--- config.mk ---
export PLATFORM = sky130hd
export DESIGN_NAME = kf_frame_loader
export DESIGN_NICKNAME = d
export VERILOG_FILES = /design/src/rtl/kf_frame_loader.sv
export SDC_FILE = /design/constraint.sdc
export NUM_CORES = 1
export LEC_CHECK = 0
export CELL_PAD_IN_SITES_DETAIL_PLACEMENT = 2
export CELL_PAD_IN_SITES_GLOBAL_PLACEMENT = 2
export CORE_ASPECT_RATIO = 2
export CORE_MARGIN = 8
export CORE_UTILIZATION = 39
export DETAILED_ROUTE_END_ITERATION = 8
export PLACE_DENSITY_LB_ADDON = 0.1
export SETUP_SLACK_MARGIN = 0.4
export SYNTH_ARGS = -nofsm -noshare
export SYNTH_HDL_FRONTEND = slang
export SYNTH_SLANG_ARGS = --single-unit
--- constraint.sdc ---
create_clock -name clk -period 4.85 [get_ports clk]
set_input_delay 0.7275 -clock clk [delete_from_list [all_inputs] [get_ports clk]]
set_output_delay 0.7275 -clock clk [all_outputs]
set_load 0.02 [all_outputs]
--- src/rtl/kf_frame_loader.sv ---
// kf_frame_loader: collects a 4-word frame (U0, U1, Y0, Y1) from a word
// stream, commits it atomically to the Kalman core inputs, then holds the
// core clock enable high for STEP_CYCLES cycles so that one update runs.
// A malformed frame raises a one-cycle frame_err and the loader resyncs on
// the next frame marker.
//
// Handshake: a word moves on a rising edge where in_valid and in_ready are
// both high. in_data and in_last are ignored on every other edge. in_ready
// is registered and low only while an update step runs. A source that holds
// in_valid while in_ready is low must keep in_data/in_last stable until the
// word is taken.
module kf_frame_loader #(
    parameter int WIDTH       = 16,
    parameter int STEP_CYCLES = 8
) (
    input  logic             clk,
    input  logic             reset,
    input  logic [WIDTH-1:0] in_data,
    input  logic             in_valid,
    input  logic             in_last,
    output logic             in_ready,
    output logic [WIDTH-1:0] U0,
    output logic [WIDTH-1:0] U1,
    output logic [WIDTH-1:0] Y0,
    output logic [WIDTH-1:0] Y1,
    output logic             clk_en,
    output logic             busy,
    output logic             frame_err,
    output logic [15:0]      step_count,
    output logic [1:0]       dbg_state
);

    typedef enum logic [1:0] {
        COLLECT = 2'd0,
        STEP    = 2'd1,
        DROP    = 2'd2
    } state_t;

    // Terminal value of the step counter; the counter starts at 0 on commit.
    localparam logic [7:0] LAST_CNT = 8'(STEP_CYCLES - 1);

    if (STEP_CYCLES < 1 || STEP_CYCLES > 255) begin : g_bad_step_cycles
        $error("kf_frame_loader: STEP_CYCLES must be in 1..255");
    end

    state_t           state_q, state_d;
    logic [1:0]       idx_q, idx_d;
    logic [7:0]       cnt_q, cnt_d;
    logic [WIDTH-1:0] shadow0_q, shadow1_q, shadow2_q;
    logic             accept;
    logic             shadow_we;
    logic             commit;
    logic             err_d;
    logic             step_done;

    assign accept    = in_valid & in_ready;
    assign busy      = clk_en;
    assign dbg_state = state_q;

    // Next-state logic: word collection, error detection and step timing.
    always_comb begin
        state_d   = state_q;
        idx_d     = idx_q;
        cnt_d     = cnt_q;
        shadow_we = 1'b0;
        commit    = 1'b0;
        err_d     = 1'b0;
        step_done = 1'b0;
        case (state_q)
            COLLECT: begin
                if (accept) begin
                    if (idx_q == 2'd3) begin
                        idx_d = 2'd0;
                        if (in_last) begin
                            commit  = 1'b1;
                            cnt_d   = 8'd0;
                            state_d = STEP;
                        end else begin
                            // Four words without a marker: skip to the next marker.
                            err_d   = 1'b1;
                            state_d = DROP;
                        end
                    end else if (in_last) begin
                        // Early marker closes the short frame; restart at U0.
                        err_d = 1'b1;
                        idx_d = 2'd0;
                    end else begin
                        shadow_we = 1'b1;
                        idx_d     = idx_q + 2'd1;
                    end
                end
            end
            DROP: begin
                if (accept && in_last) begin
                    state_d = COLLECT;
                    idx_d   = 2'd0;
                end
            end
            STEP: begin
                if (cnt_q == LAST_CNT) begin
                    step_done = 1'b1;
                    cnt_d     = 8'd0;
                    state_d   = COLLECT;
                end else begin
                    cnt_d = cnt_q + 8'd1;
                end
            end
            default: begin
                state_d = COLLECT;
                idx_d   = 2'd0;
            end
        endcase
    end

    // State, index and step counter registers.
    always_ff @(posedge clk or negedge reset) begin
        if (!reset) begin
            state_q <= COLLECT;
            idx_q   <= 2'd0;
            cnt_q   <= 8'd0;
        end else begin
            state_q <= state_d;
            idx_q   <= idx_d;
            cnt_q   <= cnt_d;
        end
    end

    // Shadow registers hold U0, U1, Y0 until Y1 arrives with the marker.
    always_ff @(posedge clk or negedge reset) begin
        if (!reset) begin
            shadow0_q <= '0;
            shadow1_q <= '0;
            shadow2_q <= '0;
        end else if (shadow_we) begin
            case (idx_q)
                2'd0:    shadow0_q <= in_data;
                2'd1:    shadow1_q <= in_data;
                default: shadow2_q <= in_data;
            endcase
        end
    end

    // Committed frame: all four outputs change together, only on a commit.
    always_ff @(posedge clk or negedge reset) begin
        if (!reset) begin
            U0 <= '0;
            U1 <= '0;
            Y0 <= '0;
            Y1 <= '0;
        end else if (commit) begin
            U0 <= shadow0_q;
            U1 <= shadow1_q;
            Y0 <= shadow2_q;
            Y1 <= in_data;
        end
    end

    // Registered control outputs derived from the next state.
    always_ff @(posedge clk or negedge reset) begin
        if (!reset) begin
            in_ready  <= 1'b0;
            clk_en    <= 1'b0;
            frame_err <= 1'b0;
        end else begin
            in_ready  <= (state_d != STEP);
            clk_en    <= (state_d == STEP);
            frame_err <= err_d;
        end
    end

    // Completed-update counter; wraps naturally at 16 bits.
    always_ff @(posedge clk or negedge reset) begin
        if (!reset) begin
            step_count <= 16'd0;
        end else if (step_done) begin
            step_count <= step_count + 16'd1;
        end
    end

endmodule

Word-level counts from Yosys, hierarchy flattened
Cells that the tools add are included.
Operators by class
  $add $sub $neg: 3
  equality and inequality tests: 11
  mux-type cells: 29
  bitwise operators: 3
  reductions and logical operators: 10
Operator list (number)
  $mux W8: 4
  $mux W2: 9
  $add A16 B1 Y16 const B: 1
  $pmux W8 S2: 1
  $mux W1: 13
  $pmux W2 S3: 2
  $add A8 B1 Y8 const B: 1
  $eq A8 B3 Y1 const B: 1
  $ne A2 B2 Y1 const B: 4
  $eq A2 B1 Y1 const B: 3
  $reduce_and A2 Y1: 3
  $eq A2 B2 Y1 const B: 2
  $logic_not A2 Y1: 2
  $reduce_and A4 Y1: 1
  $reduce_and A3 Y1: 1
  $add A2 B1 Y2 const B: 1
  $ne A2 B1 Y1 const B: 1
  $not A1 Y1: 2
  $reduce_bool A2 Y1: 1
  $reduce_or A2 Y1: 1
  $and A1 B1 Y1: 1
  $logic_and A1 B1 Y1: 1
Storage, ports and cells
  register bits: 143
  output and inout port bits: 86

Logic depth before layout (Yosys ltp)
  depth in word-level cells: 5
  mapped depth: 6
  depth with buffers taken out: 6

Least setup slack after synthesis
OpenSTA, ideal clock, no wires.
  kind: input port to flip-flop
  start point: in in_valid
  end point: reg U1[0]
  arrival: 1.894 ns
  required time: 4.725 ns
  setup slack: 2.831 ns
  cell stages on the path: 5
  path buffers: 1
  path through: nand2_1 -> nor3_2 -> nand2_2 -> buf_1 -> mux2_2
Between the ends
  longest elaborated chain between the ends: 3
RTL lines
  start, declared: RTL line 19  | input logic in_valid,
  $and A1 B1 Y1: RTL line 56  | assign accept = in_valid & in_ready;
  $mux W1: RTL line 71  | if (accept) begin
  $mux W1: RTL line 69  | case (state_q)
  end signal, assigned: RTL line 152  | U1 <= shadow1_q;
  end, declared: RTL line 23  | output logic [WIDTH-1:0] U1,
No other way between the ends.
A chain may end at the register's enable or synchronous reset.

Final worst setup path
  start point: in in_valid
  end point: reg Y0[10]
Between the ends
  longest elaborated chain between the ends: 3
RTL lines
  $and A1 B1 Y1: RTL line 56
  $mux W1: RTL line 71
  $mux W1: RTL line 69
  end signal, assigned: RTL line 153  | Y0 <= shadow2_q;
  end, declared: RTL line 24  | output logic [WIDTH-1:0] Y0,
No other way between the ends.

==> flow_metrics.env <==
export IMPL_hold_viol_final=0
export IMPL_synth_cells=381
export IMPL_post_cts_setup_buffer_count=0
export IMPL_fin_skew_ns=0.00811
export IMPL_clk_pin_slew_ns=0.06
export IMPL_worstPathCellList="clkdlybuf4s50_1 > nand2_1 > nor3_2 > nand2_2 > buf_4 > mux2_2"
export IMPL_max_stage_delay_ns=0.54
export IMPL_antenna_found_initial=0
export IMPL_cts_buffer_depth=2
export IMPL_synth_top_family_by_area="multiplexers"
export IMPL_total_leakage_power_nw=3.39
export IMPL_cts_sinks=143
export IMPL_maxCapViolCount=0
export IMPL_finalNonFillerCells=698
export IMPL_synth_xor_area_share_pct=2.46
export IMPL_grt_overflow=0
export IMPL_root_buffer="clkbuf_16"
export IMPL_cp_slowest_cell="nand2_2"
export IMPL_final_setup_viol_count=0
export IMPL_core_mm2=0.0144
export IMPL_muxShareOfSynthArea_pct=22.3
export IMPL_syn_nets=408
export IMPL_worstSetupPathDepth=6
export IMPL_synth_ff_type="dfrtp_1"
export IMPL_layout_drive_gt1_share_pct=31.2
export IMPL_crit_arrival_ns=3.23
export IMPL_die_h_um=187
export IMPL_ios=106
export IMPL_fin_util_pct=52.6
export IMPL_track_usage_pct=16.8
export IMPL_initial_core_util_pct=39.8
export IMPL_cp_num_buf_inv=2
export IMPL_rows=62
export IMPL_post_cts_resized=0
export IMPL_vias=3575
export IMPL_synth_top_cells_by_area="dfrtp_1 (63%), mux2_2 (22%), xnor2_1 (2.1%)"
export IMPL_min_path_type="in -> async"
export IMPL_cp_startpoint="in_valid"
export IMPL_status="finished, final reports clean"
export IMPL_yosys_area_share_simple_pct=6.29
export IMPL_slew_viol_final=0
export IMPL_numPortBuffers=105
export IMPL_nets=521
export IMPL_grt_pass1_wl_um=24400
export IMPL_drtIter0Drc=72
export IMPL_p_per_area_mw_per_mm2=634
export IMPL_max_slew_worst_pin_slew_ns=0.914
export IMPL_synth_seq_cells=143
export IMPL_ff_latch_area_mm2=0.00358
export IMPL_timing_worst_setup_path_type="in -> reg"
export IMPL_globalplace_congestion=0.727
export IMPL_ir_worst_vdd_v=0.000283
export IMPL_tritoncts="done"
export IMPL_syn_area_per_cell_um2=15.0
export IMPL_multi_input_area_mm2=0.00203
export IMPL_synth_edff_count=0
export IMPL_synthAdderAreaFrac_pct=1.53
export IMPL_async_flop_share_pct=100
export IMPL_relSlewSlack_pct=39.1
export IMPL_setup_tns_final_ns=0
export IMPL_fmax_mhz=341
export IMPL_r2r_slack_ns=2.21
export IMPL_drt_antenna_violating_nets=0
export IMPL_via_per_inst=5.12
export IMPL_firstDrtPassIters=3
export IMPL_final_common_cell="dfrtp_1"
export IMPL_crit_path_end_kind="flip-flop"
export IMPL_die_x_um=102
export IMPL_clock_latency_ns=0.41
export IMPL_wl_per_cell_um=21.6
export IMPL_timing_rr_start="idx_q[0]"
export IMPL_ys_seq_area_share_pct=62.7
export IMPL_cp_max_fo=37
export IMPL_dieArea_mm2=0.0190
export IMPL_h_tree_depth=4
export IMPL_drc=0
export IMPL_grt_pass1_vias=4306
export IMPL_final_cell_mix="dfrtp_1 (143), mux2_2 (113), clkdlybuf4s50_1 (104)"
export IMPL_dp_hpwl_um=10200
export IMPL_crit_path_end="Y0[10]"
export IMPL_start_kind="input port"
export IMPL_yosysUniqueCellTypes=41
export IMPL_numCtsBuffers=17
export IMPL_cp_required_ns=5.14
export IMPL_synth_top_area_share_pct=62.7
export IMPL_r2r_end="Y0[10]"
export IMPL_synth_area_leader_cell="dfrtp_1"
export IMPL_n_antenna_cell=0
export IMPL_period_share_pct=60.5
export IMPL_rsz0062_at_grt="no"
export IMPL_syn_area_mm2=0.00571
export IMPL_yosys_warnings=0
export IMPL_period_needed_ns=2.93
export IMPL_p_total_w=0.00479
export IMPL_grt_max_degree=102
export IMPL_placed_cells=667
export IMPL_layout_filler_cells=1351
export IMPL_rr_worst_depth=5
export IMPL_drt_total_wl_um=15100
export IMPL_area_growth_pct=32.3
export IMPL_hold_buffers=0
export IMPL_critPathTopFamily="simple AND/OR/NAND/NOR gates"
export IMPL_synth_compound_area_share_pct=2.92
routing by layer:
metal	GRT usage, %	part of all wire [%]
met5	0	0
met4	4.97	1.3
met3	4.06	4.1
met2	32.5	59
met1	16.6	36
kinds of logic (layout without fill, tap and decap cells):
logic type | count (synthesis) | count (layout)
compound gates | 25 | 25
xor+xnor | 16 | 16
fa+ha+maj | 7 | 7
buf+inv | 21 | 146
flops | 143 | 143
mux | 113 | 113
simple gates | 56 | 56
metrics by stage:
stage	cell area [µm²]	hold slack, ns	setup slack, ns
floorplan	5710	0.432	2.83
global placement	6940	0.471	1.63
detailed placement	6940	0.479	1.50
CTS	7550	0.441	1.89
global route	7550	0.441	1.73
finish	7550	0.383	1.92
where the power goes:
part | switching [W] | internal (W) | total [W]
logic | 0.000708 | 0.000782 | 0.00149
clock network | 0.000532 | 0.000818 | 0.00135
registers | 0.000309 | 0.00164 | 0.00195
registers in the layout (all words and copies together) (netlist names), 2 cells and up:
signal      count
dbg_state       2
shadow2_q      16
cnt_q           8
idx_q           2
Y0             16
step_count     16
U0             16
shadow1_q      16
U1             16
Y1             16
shadow0_q      16
cell usage after synthesis, drive strengths merged, types with 4 or more instances:
master and n:
buf 13, nand4 4, nand3 11, a31oi 6
a21oi 5, xnor2 14, inv 8, ha 7
nor4 4, o21ai 5, dfrtp 143, nor2 8
and3 5, mux2 113, nand2 11
worst min-delay path by stage:
| stage | start | to | slack (ns) | cells past startpoint |
|---|---|---|---|---|
| finish | reset | Y1[10] | 0.38 | 1 |
| CTS | reset | Y1[10] | 0.44 | 1 |
| floorplan | reset | U0[0] | 0.43 | 0 |
| global route | reset | shadow0_q[10] | 0.44 | 1 |
| detailed placement | step_count[15] | step_count[15] | 0.48 | 1 |
| global placement | step_count[15] | step_count[15] | 0.47 | 1 |
cell type report:
| class | instances | share of cell area, % |
|---|---|---|
| Sequential cell | 143 | 47.4 |
| Multi-Input combinational cell | 217 | 26.8 |
| Timing Repair Buffer | 107 | 14.1 |
| Clock buffer | 17 | 5.63 |
| Tap cell | 192 | 3.18 |
| Clock inverter | 14 | 2.44 |
| Inverter | 8 | 0.398 |
No activity file was read; power rests on OpenSTA's default activity.
